### config.mk
export PLATFORM = sky130hd
export DESIGN_NAME = moore_seq_detector_p_flat
export DESIGN_NICKNAME = d
export VERILOG_FILES = /design/src/rtl/moore_seq_detector_p_if.sv /design/src/rtl/moore_seq_detector_p.sv /design/src/flat_wrapper.sv
export SDC_FILE = /design/constraint.sdc
export NUM_CORES = 1
export LEC_CHECK = 0
export ABC_CLOCK_PERIOD_IN_PS = 6100
export CAP_MARGIN = 30
export CORE_ASPECT_RATIO = 1.5
export CORE_UTILIZATION = 61
export CTS_BUF_LIST = sky130_fd_sc_hd__clkbuf_8
export DETAILED_ROUTE_END_ITERATION = 6
export GPL_TIMING_DRIVEN = 1
export PLACE_DENSITY = 0.92
export SLEW_MARGIN = 20
export SYNTH_ARGS = -nofsm -noshare
export SYNTH_HDL_FRONTEND = slang
export SYNTH_SLANG_ARGS = --single-unit
### constraint.sdc
create_clock -name clk -period 6.1 [get_ports clk]
set_clock_uncertainty 0.1 [all_clocks]
set_input_delay 0.61 -clock clk [delete_from_list [all_inputs] [get_ports clk]]
set_output_delay 0.61 -clock clk [all_outputs]
set_load 0.005 [all_outputs]
### src/rtl/moore_seq_detector_p_if.sv
// Serial-input bus for the parametrised Moore pattern detector.
//  master: drives en, x, cfg_load, cfg_pattern, cfg_overlap, cnt_clr
//          and observes match, state, match_count, cnt_sat
//  slave : the detector itself
interface moore_seq_detector_p_if #(
    parameter int unsigned LEN   = 4,
    parameter int unsigned CNT_W = 8
);
    localparam int unsigned SW = $clog2(LEN + 1);

    logic             en;
    logic             x;
    logic             cfg_load;
    logic [LEN-1:0]   cfg_pattern;
    logic             cfg_overlap;
    logic             cnt_clr;
    logic             match;
    logic [SW-1:0]    state;
    logic [CNT_W-1:0] match_count;
    logic             cnt_sat;

    modport master (
        output en, x, cfg_load, cfg_pattern, cfg_overlap, cnt_clr,
        input  match, state, match_count, cnt_sat
    );

    modport slave (
        input  en, x, cfg_load, cfg_pattern, cfg_overlap, cnt_clr,
        output match, state, match_count, cnt_sat
    );
endinterface

### src/rtl/moore_seq_detector_p.sv
// Parametrised Moore serial-pattern detector with programmable pattern,
// selectable overlap mode, registered match output and saturating counter.
//  clk, rst_n : rising-edge clock, asynchronous active-low reset
//  bus        : slave side of moore_seq_detector_p_if
//               inputs  en, x, cfg_load, cfg_pattern, cfg_overlap, cnt_clr
//               outputs match, state, match_count, cnt_sat (all registered)
module moore_seq_detector_p #(
    parameter int unsigned    LEN             = 4,
    parameter logic [LEN-1:0] DEFAULT_PATTERN = LEN'(4'b1101),
    parameter bit             DEFAULT_OVERLAP = 1'b1,
    parameter int unsigned    CNT_W           = 8,
    parameter int unsigned    SW              = $clog2(LEN + 1)
) (
    input  logic                   clk,
    input  logic                   rst_n,
    moore_seq_detector_p_if.slave  bus
);

    // State k = number of leading pattern bits currently matched.
    typedef enum logic [SW-1:0] {
        S0      = SW'(0),
        S_MATCH = SW'(LEN)
    } state_e;

    localparam logic [CNT_W-1:0] CNT_MAX = '1;

    state_e           state_q, state_d;
    logic [LEN-1:0]   pattern_q, pattern_d;
    logic             overlap_q, overlap_d;
    logic             match_q, match_d;
    logic [CNT_W-1:0] cnt_q, cnt_d;
    logic             sat_q, sat_d;
    logic             hit;

    // KMP failure rule: longest pattern prefix that is a suffix of
    // (first k pattern bits, b). Pattern bit i lives at pat[LEN-1-i].
    function automatic logic [SW-1:0] kmp_next(
        input logic [SW-1:0]  k,
        input logic           b,
        input logic [LEN-1:0] pat
    );
        logic [SW-1:0] best;
        logic          ok;
        logic          sb;
        int            m;
        best = '0;
        for (int j = 1; j <= int'(LEN); j++) begin
            if (j <= int'(k) + 1) begin
                ok = 1'b1;
                for (int i = 0; i < int'(LEN); i++) begin
                    if (i < j) begin
                        m = int'(k) + 1 - j + i;
                        if (m >= int'(k)) begin
                            sb = b;
                        end else begin
                            sb = pat[int'(LEN) - 1 - m];
                        end
                        if (sb != pat[int'(LEN) - 1 - i]) begin
                            ok = 1'b0;
                        end
                    end
                end
                if (ok) begin
                    best = SW'(j);
                end
            end
        end
        return best;
    endfunction

    // State and configuration registers.
    always_ff @(posedge clk or negedge rst_n) begin
        if (!rst_n) begin
            state_q   <= S0;
            pattern_q <= DEFAULT_PATTERN;
            overlap_q <= DEFAULT_OVERLAP;
            match_q   <= 1'b0;
            cnt_q     <= '0;
            sat_q     <= 1'b0;
        end else begin
            state_q   <= state_d;
            pattern_q <= pattern_d;
            overlap_q <= overlap_d;
            match_q   <= match_d;
            cnt_q     <= cnt_d;
            sat_q     <= sat_d;
        end
    end

    // Next-state, configuration and counter logic.
    always_comb begin
        state_d   = state_q;
        pattern_d = pattern_q;
        overlap_d = overlap_q;
        cnt_d     = cnt_q;
        sat_d     = sat_q;
        hit       = 1'b0;

        if (bus.cfg_load) begin
            pattern_d = bus.cfg_pattern;
            overlap_d = bus.cfg_overlap;
        end

        // Illegal encodings and reconfiguration both restart at S0; x is ignored.
        if (state_q > S_MATCH || bus.cfg_load) begin
            state_d = S0;
        end else if (bus.en) begin
            if (state_q == S_MATCH && !overlap_q) begin
                state_d = (bus.x == pattern_q[LEN-1]) ? state_e'(SW'(1)) : S0;
            end else begin
                state_d = state_e'(kmp_next(state_q, bus.x, pattern_q));
            end
            hit = (state_d == S_MATCH);
        end

        // Clear has priority over a simultaneous increment.
        if (bus.cnt_clr) begin
            cnt_d = '0;
            sat_d = 1'b0;
        end else if (hit) begin
            if (cnt_q != CNT_MAX) begin
                cnt_d = cnt_q + CNT_W'(1);
            end
            if (cnt_q >= CNT_MAX - CNT_W'(1)) begin
                sat_d = 1'b1;
            end
        end

        match_d = (state_d == S_MATCH);
    end

    assign bus.match       = match_q;
    assign bus.state       = state_q;
    assign bus.match_count = cnt_q;
    assign bus.cnt_sat     = sat_q;

endmodule

### src/flat_wrapper.sv
// flat-port wrapper written by rule: the top's interface ports become plain ports
module moore_seq_detector_p_flat 
#(
    parameter int unsigned    LEN             = 4,
    parameter logic [LEN-1:0] DEFAULT_PATTERN = LEN'(4'b1101),
    parameter bit             DEFAULT_OVERLAP = 1'b1,
    parameter int unsigned    CNT_W           = 8,
    parameter int unsigned    SW              = $clog2(LEN + 1)
)
  (clk, rst_n, bus_en, bus_x, bus_cfg_load, bus_cfg_pattern, bus_cfg_overlap, bus_cnt_clr, bus_match, bus_state, bus_match_count, bus_cnt_sat);
  moore_seq_detector_p_if #(.LEN(LEN), .CNT_W(CNT_W)) bus_i ();
  input  logic clk;
  input  logic rst_n;
  input wire logic [$bits(bus_i.en)-1:0] bus_en;
  input wire logic [$bits(bus_i.x)-1:0] bus_x;
  input wire logic [$bits(bus_i.cfg_load)-1:0] bus_cfg_load;
  input wire logic [$bits(bus_i.cfg_pattern)-1:0] bus_cfg_pattern;
  input wire logic [$bits(bus_i.cfg_overlap)-1:0] bus_cfg_overlap;
  input wire logic [$bits(bus_i.cnt_clr)-1:0] bus_cnt_clr;
  output wire logic [$bits(bus_i.match)-1:0] bus_match;
  output wire logic [$bits(bus_i.state)-1:0] bus_state;
  output wire logic [$bits(bus_i.match_count)-1:0] bus_match_count;
  output wire logic [$bits(bus_i.cnt_sat)-1:0] bus_cnt_sat;
  assign bus_i.en = bus_en;
  assign bus_i.x = bus_x;
  assign bus_i.cfg_load = bus_cfg_load;
  assign bus_i.cfg_pattern = bus_cfg_pattern;
  assign bus_i.cfg_overlap = bus_cfg_overlap;
  assign bus_i.cnt_clr = bus_cnt_clr;
  assign bus_match = bus_i.match;
  assign bus_state = bus_i.state;
  assign bus_match_count = bus_i.match_count;
  assign bus_cnt_sat = bus_i.cnt_sat;
  moore_seq_detector_p #(.LEN(LEN), .DEFAULT_PATTERN(DEFAULT_PATTERN), .DEFAULT_OVERLAP(DEFAULT_OVERLAP), .CNT_W(CNT_W), .SW(SW)) u_core (.clk(clk), .rst_n(rst_n), .bus(bus_i));
endmodule
# --- After elaboration in Yosys (flattened, before gate mapping) ---
# Index checks and enable logic that the tools add are counted.
classes:
  muxes: 128
  bitwise_logic: 0
  div_mod_pow: 0
  n_reduce_logical: 8
  mul: 0
  n_addsub: 22
  n_shift: 0
  n_eq_ne: 15
  order_cmp: 26
ops:
  columns: ["operator", "count"]
  rows:
  - ["32-bit by 4-bit >= comparator with 1-bit output", 10]
  - ["32-bit by 4-bit < comparator with 1-bit output (second input constant)", 10]
  - ["3-bit by 32-bit subtractor with 32-bit output (first input constant)", 10]
  - ["1-bit two-way mux", 103]
  - ["32-bit by 2-bit adder with 32-bit output (second input constant)", 3]
  - ["32-bit by 3-bit adder with 32-bit output (second input constant)", 3]
  - ["3-bit by 32-bit <= comparator with 1-bit output (first input constant)", 2]
  - ["32-bit by 3-bit subtractor with 32-bit output (second input constant)", 2]
  - ["3-bit two-way mux", 12]
  - ["2-bit by 32-bit <= comparator with 1-bit output (first input constant)", 1]
  - ["4-bit by 32-bit <= comparator with 1-bit output (first input constant)", 1]
  - ["32-bit by 2-bit subtractor with 32-bit output (second input constant)", 1]
  - ["32-bit by 4-bit subtractor with 32-bit output (second input constant)", 1]
  - ["8-bit two-way mux", 3]
  - ["1-bit binary-select mux with 2-bit select", 10]
  - ["1-bit inequality test", 10]
  - ["3-bit == test (second input constant)", 3]
  - ["8-bit by 1-bit adder with 8-bit output (second input constant)", 1]
  - ["8-bit >= comparator (second input constant)", 1]
  - ["8-bit inequality test (second input constant)", 1]
  - ["2-bit nonzero test", 3]
  - ["3-bit by 1-bit adder with 4-bit output (second input constant)", 1]
  - ["2-bit AND reduction", 2]
  - ["3-bit > comparator (second input constant)", 1]
  - ["4 further kinds", 4]
totals:
  word_cells: 205
  latch_bits: 0
  mem_count: 0
  regBits: 18
  ramBits: 0
  romBits: 0
  out_inout_bits: 13

# --- Depth between registers and ports, before layout ---
# Gate-level depths: netlist of run 1.
logic_depth:
  depth_word: 33
  mapped_depth: 21
  mapped_depth_nobuf: 18

# --- Worst setup path after synthesis of run 1 ---
# OpenSTA, ideal clock, no wires.
synth_timing:
  path_kind: "register to register"
  startpoint: "reg u_core.state_q[1] (netlist: u_core.bus.state[1])"
  endpoint: "reg u_core.cnt_q[2] (netlist: u_core.bus.match_count[2])"
  arrival_ns: 4.718
  n_path_buf: 3
  period_less_slack_ns: 4.895
  setup_ns: 0.078
  path_slack_ns: 1.205
  stages_incl_launch_ff: 22
  cell_sequence: "dfrtp_1 > ha_1 > inv_1 > ha_1 > buf_2 > inv_1 > ha_1 > clkbuf_1 > nand2_1 > inv_1 > ha_1 > a21oi_1 > ha_1 > or4b_1 > a21oi_1 > a41oi_1 > mux2i_1 > nor4_4 > nand4_2 > buf_6 > or3_1 > a21oi_1"
synth_between:
  elab_chain_len: 33
  word_cells_on_any_way: 171
  cone_classes: "add/sub (21); order compare (15); eq/ne (12); mux (119); reduce/logical (4)"
synth_lines:
  columns: ["element", "line", "rtl"]
  rows:
  - ["start: declaration", "moore_seq_detector_p.sv:27", "state_e state_q, state_d;"]
  - ["start signal: assignment", "moore_seq_detector_p.sv:81", "state_q <= state_d;"]
  - ["branches (longest 30 deep; another with 32-bit by 3-bit subtractor with 32-bit output)", null, null]
  - ["1-bit two-way mux (*)", "moore_seq_detector_p.sv:105", "if (state_q > S_MATCH || bus.cfg_load) begin"]
  - ["2-bit nonzero test (no source line) (*)", null, null]
  - ["2-bit AND reduction (no source line) (*)", null, null]
  - ["end signal: assignment", "moore_seq_detector_p.sv:85", "cnt_q <= cnt_d;"]
  - ["end: declaration", "moore_seq_detector_p.sv:31", "logic [CNT_W-1:0] cnt_q, cnt_d;"]
# Mark *: on every way between the ends. The select of a mux whose other input is x is not followed.
# A chain may end at the register's enable or synchronous reset.

# --- Worst setup path after layout of run 1 ---
layout_timing:
  startpoint: "reg u_core.state_q[1] (netlist: u_core.bus.state[1])"
  endpoint: "reg u_core.cnt_q[4] (netlist: u_core.bus.match_count[4])"
# The elaborated chain is that of the path after synthesis.

==> flow_summary.yaml, run 1 <==
status:
  outcome: "finished, final reports clean"
route:
  detail_route.vias_per_cell: 6.357
  wl_per_cell_microns: 17.44
  drt_pass1_iterations: 6
  postRouteAntennaNets: 0
  via_count: 2295
  drtIter0Drc: 112
  remaining_drc_errors: 0
  routed_wirelength_microns: 6296
global_route:
  grt_pass1_vias: 2180
  track_usage: 0.2846
  overflow: 0
  antenna_found_initial: 0
  grt_max_degree: 22
  grt_pass1_wl_microns: 10210
clock_tree:
  cts_buffers: 3
  cts-root-buf: "clkbuf_8"
  htree_num_levels: 1
  clk_latency_ps: 250
  cts-hold-fix-buffers: 0
  cts.path.max_buffers: 2
  clkTransAtPathRegs_ps: 70
  clock-sinks: 18
  cts_tree: "done"
  post_cts_buffers: 0
  cts_resized: 0
layout:
  multi_input_area_sq_mm: 0.002018
  area_delta_synth_final_pct: 10.41
  regArea_sq_um: 455.4
  fin_nets: 373
  fillers: 303
  final_area_sq_mm: 0.002905
  postLayoutCoreUtil: 0.7211
  diodes: 0
  layout-drive-gt1-share: 0.08228
logic_synthesis:
  yosysTopAreaCellShare: 0.2140
  async_reset_ff_frac: 1.000
  synth-edff-count: 0
  synth_warnings: 0
  ys.flop_type: "dfrtp_1"
  synth.cell_area_sq_mm: 0.002631
  yosys.area.top_type: "ha_1"
  yosys-top-cells-area: "ha_1, dfrtp_1, xnor2_1"
  synth_nets: 358
  synth.most_common_cell: "ha_1"
  postSynthCellCount: 302
  postSynthAreaPerCell_sq_um: 8.713
  ys_ff_latch: 18
  ys_seq_area_frac: 0.1731
  yosysUniqueCellTypes: 63
  synthTopCellsByCount: "ha_1, nand2_1, inv_1"
sta:
  hold_viol_final: 0
  drv_slew: 0
  fin_ws_ps: 938.5
  min_period_ps: 5161
  slew_headroom: 0.4625
  finalSetupViolCount: 0
  totalNegativeSetupSlack_ps: 0
  hold_slack_ps: 437.6
  max_clock_freq_mhz: 193.7
  rsz0062_at_grt: "no"
  tightest_slew_ps: 803.7
  finalCritPeriodShare: 0.8461
job:
  maxCapViolCount: 0
pwr:
  irDropWorstVdd_mv: 0.3471
  p_leak_nw: 1.239
  powerDensity_mw_per_mm2: 537.9
placed_design:
  port_buffers: 23
  gp_congestion: 1.053
  dp_hpwl_microns: 4979
  placed_area_sq_mm: 0.002850
  pre_cts_ws_ps: 1010
setup_path:
  worstPathBufferInverterCount: 3
  required_ps: 6170
  crit_chain: "ha_1, inv_1, ha_1, inv_1, ha_1, nand2_1, inv_1, ha_1, a21oi_1, ha_1, or4b_1, a21oi_1, a41oi_1, mux2i_1, nor4_4, nand4_2, or4_1, a21oi_1"
  crit_top_cell: "ha_1"
  max_stage_delay_ps: 530
  worst-setup-path-type: "reg2reg"
  end_kind: "flop"
  crit_family: "simple AND/OR/NAND/NOR gates"
  crit_arrival_ps: 5240
  crit_path_max_fanout: 15
  cp-start-kind: "flop"
  cpMaxStageDelayCell: "ha_1"
die:
  pin_count: 24
  rows: 28
  start_util: 0.6531
  die_area_sq_mm: 0.004586
  core_sq_mm: 0.004029
  die_h_microns: 82.44
  die_w_microns: 55.63
worst_hold_path:
  hp-class: "reg2reg"
## tightest hold or removal path: stages, from the launching register on
cell	delay [ps]
dfrtp_1	360
a31oi_1	60
nor2_1	90
## through the flow
stage          std cells  power [mW]
3_3_place_gp         357       1.403
5_1_grt              361       1.723
3_5_place_dp         357       1.445
6_report             361       1.563
2_1_floorplan        302       1.190
4_1_cts              361       1.549
## layer usage
| metal | global-route usage | vias up | share of wire |
|---|---|---|---|
| li1 | - | 1130 | - |
| met1 | 0.2961 | 1069 | 0.38 |
| met2 | 0.5663 | 74 | 0.55 |
| met3 | 0.02181 | 22 | 0.031 |
| met4 | 0.1525 | 0 | 0.042 |
| met5 | 0 | - | 0 |
## sequential cells by signal (all words and copies together), names as in the netlist
signal / cells
u_core.pattern_q: 4
u_core.bus.match: 1
u_core.bus.cnt_sat: 1
u_core.bus.state: 3
u_core.overlap_q: 1
u_core.bus.match_count: 8
## worst paths after layout
check | start | endpoint | slack, ps | cells past startpoint
worst max-delay path | u_core.bus.state[1] | u_core.bus.match_count[4] | 940 | 18
worst min-delay path | u_core.bus.cnt_sat | u_core.bus.cnt_sat | 440 | 2
worst max register to register | u_core.bus.state[1] | u_core.bus.match_count[4] | 940 | 18
worst min register to register | u_core.bus.cnt_sat | u_core.bus.cnt_sat | 440 | 2
max in group asynchronous | rst_n | u_core.bus.match | 4680 | 1
min in group asynchronous | rst_n | u_core.bus.match_count[2] | 720 | 1
## layout make-up
class | instances | area share
multi-input combinational | 249 | 0.6947
sequential | 18 | 0.1568
timing repair buffer | 25 | 0.08441
inverter | 20 | 0.02584
tap | 45 | 0.01938
clock buffer | 4 | 0.01895
## power by group
part	switching [mW]	total (mW)	internal, mW	leakage, nW
clock network	0.0385	0.0959	0.0573	0.0288
registers	0.0186	0.149	0.131	0.234
logic	0.730	1.32	0.588	0.976
total	0.787	1.56	0.776	1.24
## cell usage in the layout, fill, tap and decap left out, types with 3 or more instances in the layout
| master | n |
|---|---|
| ha_1 | 45 |
| nand2_1 | 25 |
| clkdlybuf4s50_1 | 23 |
| inv_1 | 20 |
| a21oi_1 | 17 |
| xnor2_1 | 16 |
| dfrtp_1 | 14 |
| nand2b_1 | 11 |
| nor2_1 | 11 |
| o21ai_0 | 10 |
| nand3_1 | 9 |
| mux2i_1 | 8 |
| a31oi_1 | 7 |
| nor3_1 | 7 |
| xor2_1 | 6 |
| a211oi_1 | 6 |
| mux2_2 | 5 |
| o31ai_1 | 5 |
| or3_1 | 5 |
| nor2b_1 | 4 |
| nand4b_1 | 4 |
| nand4_1 | 4 |
| clkbuf_8 | 4 |
| dfstp_2 | 4 |
| mux4_2 | 3 |
| and3_1 | 3 |
## kinds of logic after synthesis
family	after synthesis	synth area share
buffers and inverters	35	0.05991
DFF	18	0.1731
adders and majority gates	45	0.2140
AOI/OAI and AO/OA	65	0.1655
xor gates and xnor gates	23	0.08179
muxes	18	0.09605
and+or+nand+nor	98	0.2097
(Power assumes the default switching activity.)
==> inputs of run 2 (changes only) <==
--- a/config.mk
+++ b/config.mk
@@ -5,7 +5,7 @@
 export SDC_FILE = /design/constraint.sdc
 export NUM_CORES = 1
 export LEC_CHECK = 0
-export ABC_CLOCK_PERIOD_IN_PS = 6100
+export ABC_CLOCK_PERIOD_IN_PS = 5000
 export CAP_MARGIN = 30
 export CORE_ASPECT_RATIO = 1.5
 export CORE_UTILIZATION = 61
==> constraint.sdc (replaced) <==
create_clock -name clk -period 5 [get_ports clk]
set_clock_uncertainty 0.1 [all_clocks]
set_input_delay 0.5 -clock clk [delete_from_list [all_inputs] [get_ports clk]]
set_output_delay 0.5 -clock clk [all_outputs]
set_load 0.005 [all_outputs]
==> run 2 against run 1 <==
First-iteration DRC count decreased by 0.89%. Critical path depth decreased by 2. Sequential share of layout area decreased by 0.13 points. Highest routed layer unchanged. Hold slack got worse by 23 ps. Flip-flop and latch count unchanged.
==> flow_summary.yaml, run 2 (synthesis gave the netlist of run 1 again) <==
die:
  core_sq_mm: 0.004029
  rows: 28
  die_area_sq_mm: 0.004586
  pin_count: 24
  start_util: 0.6531
  die_h_microns: 82.44
  die_w_microns: 55.63
layout:
  postLayoutCoreUtil: 0.7292
  layout-drive-gt1-share: 0.09404
  diodes: 0
  largest_reg_flops: 8
  final_cell_mix: "ha_1, nand2_1, clkdlybuf4s50_1, inv_1, a21oi_1"
  mostFrequentLayoutCell: "ha_1"
  fin_nets: 376
  area_delta_synth_final_pct: 11.65
clock_tree:
  cts_tree: "done"
  cts-root-buf: "clkbuf_8"
  htree_num_levels: 1
  clock-sinks: 18
  cts_buffers: 3
  clkTransAtPathRegs_ps: 70
  clk_latency_ps: 250
  cts.path.max_buffers: 2
setup_path:
  crit_top_cell: "ha_1"
  rr_worst_depth: 16
  cpMaxStageDelayCell: "or4_1"
  required_ps: 5070
  crit_family: "simple AND/OR/NAND/NOR gates"
  cp-start-kind: "flop"
  max_stage_delay_ps: 460
  crit_path_max_fanout: 15
  crit_arrival_ps: 4860
  cp.depth: 16
  worstPathBufferInverterCount: 2
  r2r_setup_slack_ps: 210
  crit_chain: "ha_1, inv_1, ha_1, inv_1, ha_1, nor2b_2, o21ai_0, ha_1, or4b_1, a21oi_1, a41oi_1, mux2i_1, nor4_4, nand4_4, or4_1, a21oi_1"
  worst-setup-path-type: "reg2reg"
  end_kind: "flop"
sta:
  min_period_ps: 4790
  max_clock_freq_mhz: 208.8
  hold_viol_final: 0
  tightest_slew_ps: 795.8
  drv_slew: 0
  totalNegativeSetupSlack_ps: 0
  rsz0062_at_grt: "no"
  finalCritPeriodShare: 0.9579
  slew_headroom: 0.4678
  finalSetupViolCount: 0
placed_design:
  gp_congestion: 0.9670
  dp_hpwl_microns: 5081
  port_buffers: 23
route:
  postRouteAntennaNets: 0
  drt_pass1_iterations: 5
  detail_route.vias_per_cell: 6.618
  via_count: 2409
  routed_wirelength_microns: 6352
  remaining_drc_errors: 0
  drtIter0Drc: 111
  wl_per_cell_microns: 17.45
global_route:
  overflow: 0
  grt_pass1_vias: 2332
  grt_max_degree: 22
  use_met1: 0.2682
  track_usage: 0.2814
  grt_use_met3: 0.01713
  grt_pass1_wl_microns: 10130
  use_met2: 0.5675
  grt.busiest_layer: "met2"
  antenna_found_initial: 0
pwr:
  irDropWorstVdd_mv: 0.4266
  p_leak_nw: 1.258
  powerDensity_mw_per_mm2: 666.4
worst_hold_path:
  hp-class: "reg2reg"
  holdPathStages: 2
job:
  maxCapViolCount: 0
status:
  outcome: "finished, final reports clean"
## run 2: changes by cell type in the layout (fill, tap and decap cells not counted)
| cell | previous run | this run |
|---|---|---|
| nand4_4 | 0 | 1 |
| dfrtp_1 | 14 | 13 |
| dfrtp_2 | 0 | 1 |
| buf_4 | 2 | 5 |
| nand4_2 | 1 | 0 |
## run 2: layout make-up
type                    instances  area (sq um)
clock buffers                   4         55.05
fillers                       284          1091
inverters                      20         75.07
multi-input cells             249          2027
flip-flops and latches         18         456.7
well taps                      45         56.30
repair buffers                 28         267.8
## run 2: per-stage QoR
step / area, sq um / total power [mW] / hold WS [ps] / cells / setup WS (ps)
after floorplan: 2631 / 1.452 / 104.4 / 302 / 104.6
after global placement: 2873 / 1.736 / 400.8 / 360 / 381.6
after detailed placement: 2873 / 1.804 / 395.8 / 360 / 121.7
after CTS: 2928 / 1.935 / 416.5 / 364 / 82.41
after global routing: 2938 / 2.134 / 473.6 / 364 / 18.62
final: 2938 / 1.958 / 414.7 / 364 / 210.4
## run 2: final timing paths
kind / start / to
max: u_core.bus.state[1] / u_core.bus.match_count[4]
min: u_core.bus.cnt_sat / u_core.bus.cnt_sat
max reg2reg: u_core.bus.state[1] / u_core.bus.match_count[4]
min reg2reg: u_core.bus.cnt_sat / u_core.bus.cnt_sat
max in group asynchronous: rst_n / u_core.bus.state[1]
min in group asynchronous: rst_n / u_core.bus.match_count[6]
## run 2: report_power, final
group	leakage (nW)	internal (mW)	switching (mW)
sequential	0.232	0.160	0.0230
combinational	0.996	0.739	0.918
clock	0.0288	0.0700	0.0476
## run 2: routing by layer
layer,routed length [microns],part of all wire
met1,2258,0.36
met4,368,0.058
met2,3461,0.54
met3,264,0.042
met5,0,0
## run 2: repair_timing
action / 4_1_cts / 5_1_grt
resized for setup: 0 / 2
hold buffers: 0 / 0
buffers inserted: 0 / 0
setup endpoints to repair: 0 / 6
## run 2: tightest hold or removal path, cell delays in order (launching register included)
cell and delay (ps):
dfrtp_1 360, a31oi_1 50, nor2_1 70
==> inputs of run 3 (changes only) <==
--- a/config.mk
+++ b/config.mk
@@ -8,11 +8,11 @@
 export ABC_CLOCK_PERIOD_IN_PS = 5000
 export CAP_MARGIN = 30
 export CORE_ASPECT_RATIO = 1.5
-export CORE_UTILIZATION = 61
+export CORE_UTILIZATION = 59
 export CTS_BUF_LIST = sky130_fd_sc_hd__clkbuf_8
 export DETAILED_ROUTE_END_ITERATION = 6
 export GPL_TIMING_DRIVEN = 1
-export PLACE_DENSITY = 0.92
+export PLACE_DENSITY = 0.9
 export SLEW_MARGIN = 20
 export SYNTH_ARGS = -nofsm -noshare
 export SYNTH_HDL_FRONTEND = slang
==> run 3 against run 2 <==
Design area hardly changed. Clock power about the same. Sequential power about the same. Final cell count unchanged. Count of clock-buffer cells in the layout stayed put. Maximum frequency is 3.4% higher. Core utilization decreased by 3.8 points. Combinational power about the same. Total power down 1.3%. Flip-flop and latch count is the same. Critical endpoint unchanged. Largest power group unchanged.
==> flow_summary.yaml, run 3 (synthesis gave the netlist of run 1 again) <==
status:
  outcome: "finished, final reports clean"
layout:
  stdcell_count: 364
  final_cell_mix: "ha_1, nand2_1, clkdlybuf4s50_1, inv_1, a21oi_1"
  fillers: 343
  largest_reg_flops: 8
  area_delta_synth_final_pct: 11.56
  layout-drive-gt1-share: 0.09119
  postLayoutCoreUtil: 0.6914
  mostFrequentLayoutCell: "ha_1"
  fin_nets: 375
  diodes: 0
global_route:
  grt_pass1_vias: 2479
  grt_max_degree: 30
  antenna_found_initial: 0
  overflow: 0
  track_usage: 0.2836
  grt_pass1_wl_microns: 10850
route:
  routed_wirelength_microns: 6242
  postRouteAntennaNets: 0
  via_count: 2380
  drtIter0Drc: 77
  drt_pass1_iterations: 4
  remaining_drc_errors: 0
  detail_route.vias_per_cell: 6.538
  wl_per_cell_microns: 17.15
clock_tree:
  cts-root-buf: "clkbuf_8"
  htree_num_levels: 1
  clkTransAtPathRegs_ps: 70
  cts.path.max_buffers: 2
  clk_latency_ps: 260
  clock-sinks: 18
  cts_tree: "done"
  cts_buffers: 3
sta:
  rsz0062_at_grt: "no"
  totalNegativeSetupSlack_ps: 0
  drv_slew: 0
  hold_viol_final: 0
  finalCritPeriodShare: 0.9261
  tightest_slew_ps: 799.1
  slew_headroom: 0.4656
  min_period_ps: 4631
  max_clock_freq_mhz: 216.0
  finalSetupViolCount: 0
die:
  core_sq_mm: 0.004245
  die_area_sq_mm: 0.004736
  die_h_microns: 83.79
  pin_count: 24
  rows: 29
  die_w_microns: 56.53
  start_util: 0.6198
setup_path:
  worst-setup-path-type: "reg2reg"
  required_ps: 5080
  startpoint: "u_core.bus.state[1]"
  rr_worst_depth: 16
  r2r_start: "u_core.bus.state[1]"
  r2r_setup_slack_ps: 370
  crit_path_max_fanout: 15
  end_kind: "flop"
  r2r_end: "u_core.bus.match_count[4]"
  crit_arrival_ps: 4710
  endpoint: "u_core.bus.match_count[4]"
  cp-start-kind: "flop"
placed_design:
  dp_hpwl_microns: 5015
  port_buffers: 23
  gp_congestion: 0.9070
  dp.cells: 360
pwr:
  p_total_mw: 1.932
  powerDensity_mw_per_mm2: 658.3
  p_leak_nw: 1.249
  irDropWorstVdd_mv: 0.4339
worst_hold_path:
  hp-class: "reg2reg"
job:
  maxCapViolCount: 0
-- run 3: changes by cell type in the layout (fill, tap and decap cells not counted) --
cell   change
buf_4      -2
buf_6      +1
-- run 3: critical path: stages, from the launching register on --
cell and delay, ps:
dfrtp_2 450, ha_1 240, inv_1 70, ha_1 380, inv_1 180, ha_1 200, nor2b_2 300, o21ai_0 170
ha_1 310, or4b_1 430, a21oi_1 130, a41oi_1 190, mux2i_1 200, nor4_4 290, nand4_4 250, or4_1 480
a21oi_1 170
-- run 3: area by class of cell --
| class | instances | area, sq um | area share |
|---|---|---|---|
| tap | 46 | 57.56 | 0.01961 |
| multi-input combinational | 249 | 2027 | 0.6905 |
| inverter | 20 | 75.07 | 0.02558 |
| clock buffer | 4 | 55.05 | 0.01876 |
| timing repair buffer | 27 | 264.0 | 0.08994 |
| sequential | 18 | 456.7 | 0.1556 |
-- run 3: per-layer routing --
metal	GRT usage	wire, microns	share of wire
met1	0.2833	2188	0.35
met4	0.1619	285	0.046
met3	0.03411	241	0.039
met2	0.5401	3526	0.56
met5	0	0	0
-- run 3: repair_timing --
item | in CTS | in global routing
setup buffers | 0 | 0
hold buffers | 0 | 0
gates resized for setup | 0 | 3
setup endpoints to repair | 0 | 7
-- run 3: where the power goes --
group	total (mW)	leakage [nW]	switching [mW]	internal, mW
sequential	0.183	0.232	0.0228	0.160
combinational	1.63	0.988	0.898	0.731
clock	0.120	0.0288	0.0502	0.0701
total	1.93	1.25	0.971	0.962
-- run 3: worst min-delay path by stage --
stage | startpoint | endpoint | depth (start not counted)
global placement | u_core.bus.cnt_sat | u_core.bus.cnt_sat | 2
floorplan | rst_n | u_core.bus.cnt_sat | 0
detailed placement | u_core.bus.cnt_sat | u_core.bus.cnt_sat | 2
global route | u_core.bus.cnt_sat | u_core.bus.cnt_sat | 2
CTS | u_core.bus.cnt_sat | u_core.bus.cnt_sat | 2
finish | u_core.bus.cnt_sat | u_core.bus.cnt_sat | 2
-- run 3: per-stage QoR --
stage	setup slack, ps	hold WS [ps]	area (sq um)
after global placement	414.4	397.8	2867
after CTS	94.46	425.4	2922
after floorplan	104.6	104.4	2631
after global routing	65.40	464.2	2935
final	369.4	424.1	2935
after detailed placement	140.2	405.4	2867
